[src/rtl/rcpfa_serial_ctrl.sv]
// Purpose: bit-serial add/subtract controller driving one combinational rcpfa cell, LSB first.
// Latency: start sampled at edge E0 -> done high in the cycle after edge E0+WIDTH; one op per WIDTH+2 cycles.
// Backpressure: none; start is only sampled in IDLE and is dropped (not queued) while busy.
//
// Ports:
//   clk, rst_n              clock, async active-low reset
//   start, sub, a, b, cin   request and operands (sampled together in IDLE)
//   busy, done              status; done is a one-cycle pulse
//   sum, cout, ovf          result, carry out of MSB, signed overflow (held until next done)
//   cell_ai/bi/ci1/fi       drive to the rcpfa cell (only non-zero in RUN; fi always 0)
//   cell_si/ci/fi1          returned sum bit / carry out / unused fi1 from the cell
module rcpfa_serial_ctrl #(
  parameter int WIDTH = 8,
  localparam int CW   = $clog2(WIDTH + 1)
) (
  input  logic             clk,
  input  logic             rst_n,
  input  logic             start,
  input  logic             sub,
  input  logic [WIDTH-1:0] a,
  input  logic [WIDTH-1:0] b,
  input  logic             cin,
  output logic             busy,
  output logic             done,
  output logic [WIDTH-1:0] sum,
  output logic             cout,
  output logic             ovf,
  output logic             cell_ai,
  output logic             cell_bi,
  output logic             cell_ci1,
  output logic             cell_fi,
  input  logic             cell_si,
  input  logic             cell_ci,
  input  logic             cell_fi1
);

  typedef enum logic [1:0] {
    S_IDLE = 2'd0,
    S_RUN  = 2'd1,
    S_DONE = 2'd2
  } state_e;

  state_e           state_q, state_d;
  logic [WIDTH-1:0] a_sh_q, a_sh_d;
  logic [WIDTH-1:0] b_sh_q, b_sh_d;
  logic [WIDTH-1:0] s_sh_q, s_sh_d;
  logic             carry_q, carry_d;
  logic             cmsb_q, cmsb_d;
  logic [CW-1:0]    cnt_q, cnt_d;
  logic [WIDTH-1:0] sum_q, sum_d;
  logic             cout_q, cout_d;
  logic             ovf_q, ovf_d;

  // Final bit of the cycle: the cell has just produced the MSB sum bit.
  logic last_bit;
  assign last_bit = (cnt_q == CW'(WIDTH - 1));

  // s_sh_q[0] falls off the end on the last shift and cell_fi1 has no use here.
  logic unused_ok;
  assign unused_ok = ^{cell_fi1, s_sh_q[0]};

  // ---------------- state register ----------------
  always_ff @(posedge clk or negedge rst_n) begin
    if (!rst_n) begin
      state_q <= S_IDLE;
    end else begin
      state_q <= state_d;
    end
  end

  // ---------------- next-state logic ----------------
  always_comb begin
    state_d = state_q;
    case (state_q)
      S_IDLE:  if (start) state_d = S_RUN;
      S_RUN:   if (last_bit) state_d = S_DONE;
      S_DONE:  state_d = S_IDLE;
      default: state_d = S_IDLE;
    endcase
  end

  // ---------------- output logic ----------------
  always_comb begin
    busy     = 1'b0;
    done     = 1'b0;
    cell_ai  = 1'b0;
    cell_bi  = 1'b0;
    cell_ci1 = 1'b0;
    cell_fi  = 1'b0;
    case (state_q)
      S_RUN: begin
        busy     = 1'b1;
        cell_ai  = a_sh_q[0];
        cell_bi  = b_sh_q[0];
        cell_ci1 = carry_q;
      end
      S_DONE: begin
        busy = 1'b1;
        done = 1'b1;
      end
      default: ;
    endcase
  end

  assign sum  = sum_q;
  assign cout = cout_q;
  assign ovf  = ovf_q;

  // ---------------- datapath next values ----------------
  always_comb begin
    a_sh_d  = a_sh_q;
    b_sh_d  = b_sh_q;
    s_sh_d  = s_sh_q;
    carry_d = carry_q;
    cmsb_d  = cmsb_q;
    cnt_d   = cnt_q;
    sum_d   = sum_q;
    cout_d  = cout_q;
    ovf_d   = ovf_q;
    case (state_q)
      S_IDLE: begin
        if (start) begin
          a_sh_d  = a;
          // Subtract as a + ~b + 1: the +1 rides in through the initial carry.
          b_sh_d  = sub ? ~b : b;
          carry_d = sub ? 1'b1 : cin;
          cnt_d   = '0;
        end
      end
      S_RUN: begin
        a_sh_d  = a_sh_q >> 1;
        b_sh_d  = b_sh_q >> 1;
        s_sh_d  = {cell_si, s_sh_q[WIDTH-1:1]};
        carry_d = cell_ci;
        cnt_d   = cnt_q + CW'(1);
        // Carry out of bit WIDTH-2 is the carry into the MSB, needed for overflow.
        if (cnt_q == CW'(WIDTH - 2)) cmsb_d = cell_ci;
        if (last_bit) begin
          sum_d  = {cell_si, s_sh_q[WIDTH-1:1]};
          cout_d = cell_ci;
          ovf_d  = cmsb_q ^ cell_ci;
        end
      end
      default: ;
    endcase
  end

  // ---------------- datapath registers ----------------
  always_ff @(posedge clk or negedge rst_n) begin
    if (!rst_n) begin
      a_sh_q  <= '0;
      b_sh_q  <= '0;
      s_sh_q  <= '0;
      carry_q <= 1'b0;
      cmsb_q  <= 1'b0;
      cnt_q   <= '0;
      sum_q   <= '0;
      cout_q  <= 1'b0;
      ovf_q   <= 1'b0;
    end else begin
      a_sh_q  <= a_sh_d;
      b_sh_q  <= b_sh_d;
      s_sh_q  <= s_sh_d;
      carry_q <= carry_d;
      cmsb_q  <= cmsb_d;
      cnt_q   <= cnt_d;
      sum_q   <= sum_d;
      cout_q  <= cout_d;
      ovf_q   <= ovf_d;
    end
  end

endmodule

[config.mk]
export PLATFORM = sky130hd
export DESIGN_NAME = rcpfa_serial_ctrl
export DESIGN_NICKNAME = d
export VERILOG_FILES = /design/src/rtl/rcpfa_serial_ctrl.sv
export SDC_FILE = /design/constraint.sdc
export NUM_CORES = 1
export LEC_CHECK = 0
export BUFFER_PORTS_ARGS = -buffer_cell sky130_fd_sc_hd__buf_2
export CAP_MARGIN = 30
export CORE_ASPECT_RATIO = 1.25
export CORE_MARGIN = 10
export CORE_UTILIZATION = 48
export DETAILED_ROUTE_END_ITERATION = 10
export PLACE_DENSITY = 0.74
export SLEW_MARGIN = 25
export SYNTH_ARGS = -nofsm -noshare
export SYNTH_HDL_FRONTEND = slang
export SYNTH_SLANG_ARGS = --single-unit
[constraint.sdc]
create_clock -name clk -period 1.5 [get_ports clk]
set_input_delay 0.225 -clock clk [delete_from_list [all_inputs] [get_ports clk]]
set_output_delay 0.225 -clock clk [all_outputs]
set_load 0.005 [all_outputs]
==> impl_metrics.tcl <==
set metrics [dict create \
    rsz0062_at_grt "yes" \
    synth_area_leaders "dfrtp_1 53%, mux2_2 9.9%, mux2i_1 7.8%" \
    final_common_cell "dfrtp_1" \
    cts_buffers 5 \
    tritoncts "built" \
    crit_path_start "state_q[1]" \
    clock_latency_ns 0.29 \
    synthFlopType "dfrtp_1" \
    start_util_pct 50.49 \
    ant_nets 0 \
    synthDominantCellAreaShare_pct 53.25 \
    place_area_sq_mm 0.002202 \
    p_sw_share_pct 33.25 \
    finalSetupViolCount 16 \
    die_width_um 76.67 \
    drc_errors 0 \
    vias 1355 \
    reg2reg_to "cnt_q[3]" \
    switching_power_mw 1.596 \
    path_clk_slew_ns 0.07 \
    violations "negative hold slack, negative setup slack" \
    power_density_mw_per_mm2 1934 \
    grt_pass1_vias 1417 \
    synth_edf_count 0 \
    clock.fmax_mhz 633.1 \
    hold_class "in2async" \
    clk_path_buf_depth 2 \
    drv_slew 0 \
    clock_tree.root_cell "clkbuf_8" \
    diodes 0 \
    seq_area_frac_synth_pct 53.25 \
    ys_seq_elements 41 \
    critPathLaunchType "register" \
    cts.hold.buffers_added 0 \
    design.die.area_sq_mm 0.006964 \
    ff2ff_setup_slack_ns -0.06 \
    pin_count 40 \
    worstPathArrival_ns 1.35 \
    gp_congestion 0.7438 \
    status "complete, but fails checks" \
    h-tree-depth 2 \
    drt-wirelength-per-cell_um 14.04 \
    coreArea_sq_mm 0.003816 \
    crit_end "cell_bi" \
    vias_per_cell 4.927 \
    cp-end-kind "output port" \
    cts.sinks 41 \
    worstReg2RegStart "state_q[1]" \
    ff2ff_path_depth 6 \
    tns_ns -0.5229 \
    grt_max_degree 42 \
    sequentialPowerShare_pct 39.4 \
    drt_first_iter_violations 39 \
    period_share_pct 105.3 \
    die_y_um 90.84 \
    ys_types 28 \
    final_cell_mix "41 x dfrtp_1, 34 x buf_2, 23 x nand2_1, 17 x mux2_2, 14 x mux2i_1" \
    hold_ws_ns -0.02095 \
    grt.total_usage_pct 11.21 \
    layout.nets 249 \
    p_comb_share_pct 46.5 \
    fillers 300 \
    ys_async_sr_fraction_pct 100.0 \
    finalHoldViolCount 41 \
    critPathMaxFanout 6 \
    antenna_found_initial 0 \
    drive_gt1_share_pct 39.37 \
    synth_warnings 0 \
    worst_slack_ns -0.07958 \
    avgSynthCellArea_sq_um 11.47 \
    dp_hpwl_um 2634 \
    dr.pass1.iters 4 \
    port_buffers 37 \
    period_needed_ns 1.580 \
    std_cell_rows 25 \
    fin_util_pct 65.02 \
    cp.required_ns 1.27 \
    syn-num-nets 197 \
    overflow 0 \
    grt_pass1_wl_um 6465 \
    skew_ns 0.006984 \
    yosysTopAreaCell "dfrtp_1" \
    synthToLayoutAreaGrowth_pct 28.77 \
    maxCapViolations 0 \
    synth_area_sq_mm 0.001927 \
    p_leak_nw 1.199 \
    p_clk_share_pct 14.1 \
    peakVddDrop_uv 1123 \
    finish.instance_area_sq_mm 0.002481 \
    critPathKind "reg2out" \
    intPower_mw 3.203 \
    wl_um 3862 \
    synthCells 168 \
]
-- synth_stat cells, drive strengths merged (2+ instances only) --
cell    number
o31ai        2
mux2        17
nand2b       3
xnor2        2
nand2       23
nand3b       2
mux2i       15
dfrtp       41
clkbuf       3
inv          3
ha           5
buf          8
and2         3
nand3        4
o21ai       20
xor2         7
nand4b       2
-- state kept, by name, indices dropped and copies added (netlist names) --
name     flops
a_sh_q       8
cnt_q        4
sum          8
state_q      2
cmsb_q       1
ovf          1
cout         1
b_sh_q       8
carry_q      1
s_sh_q       7
-- metal layers --
metal	wire length (um)	global-route usage [%]
met2	1929	18.80
met4	50	4.814
met3	228	4.582
met5	0	0
met1	1653	12.06
-- logic make-up (layout without fill, tap and decap cells) --
kind of cell / Yosys count / in the layout / synth area share (%)
xor+xnor: 9 / 9 / 4.091
flops: 41 / 41 / 53.25
other cells: 1 / 1 / 0.1946
buf+inv: 14 / 67 / 3.895
mux: 32 / 32 / 17.73
simple gates: 41 / 41 / 10.52
compound gates: 25 / 25 / 7.078
fa+ha+maj: 5 / 5 / 3.247
-- layout make-up --
type,instances,area [sq um],share of cell area (%)
Multi-Input combinational cell,113,873.3,35.20
Inverter,3,11.26,0.4539
Sequential cell,41,1026,41.35
Timing Repair Buffer,56,422.9,17.04
Clock buffer,8,80.08,3.227
Tap cell,54,67.56,2.723
-- timing repair --
| item | 4_1_cts | 5_1_grt |
|---|---|---|
| pin swaps | 4 | 2 |
| resized for setup | 20 | 19 |
| setup buffers | 6 | 4 |
| setup endpoints to repair | 24 | 39 |
-- power by group through the flow --
stage	Combinational [mW]	Clock, mW	Sequential (mW)
2_1_floorplan	1.19	0	1.84
3_3_place_gp	1.61	0	1.86
3_5_place_dp	1.68	0	1.90
4_1_cts	1.98	0.691	1.90
5_1_grt	2.44	0.752	1.97
6_report	2.23	0.675	1.89
-- worst max-delay path, cell delays in order, from the launching register on --
cell and delay, ns:
dfrtp_1 0.39, inv_2 0.11, ha_4 0.21, buf_12 0.12, and2_4 0.13, buf_6 0.08
-- metrics by stage --
stage / total power [mW] / worst slack (ns) / instances
global route: 5.161 / -0.1420 / 275
finish: 4.799 / -0.07958 / 275
detailed placement: 3.584 / -0.09530 / 257
CTS: 4.571 / -0.04060 / 271
floorplan: 3.027 / 0.03089 / 168
global placement: 3.476 / -0.01579 / 257
-- how the worst min path moves through the flow --
stage               startpoint         to  slack (ns)  cells after the start
finish                   rst_n     sum[6]       -0.02                      2
floorplan                rst_n  a_sh_q[0]       -0.07                      0
CTS                      rst_n     sum[6]       0.001                      2
global placement         rst_n  a_sh_q[4]        0.31                      2
detailed placement       rst_n     sum[6]        0.31                      2
global route             rst_n     sum[6]        0.03                      2
Note: power is estimated with default switching activity, not from simulation.
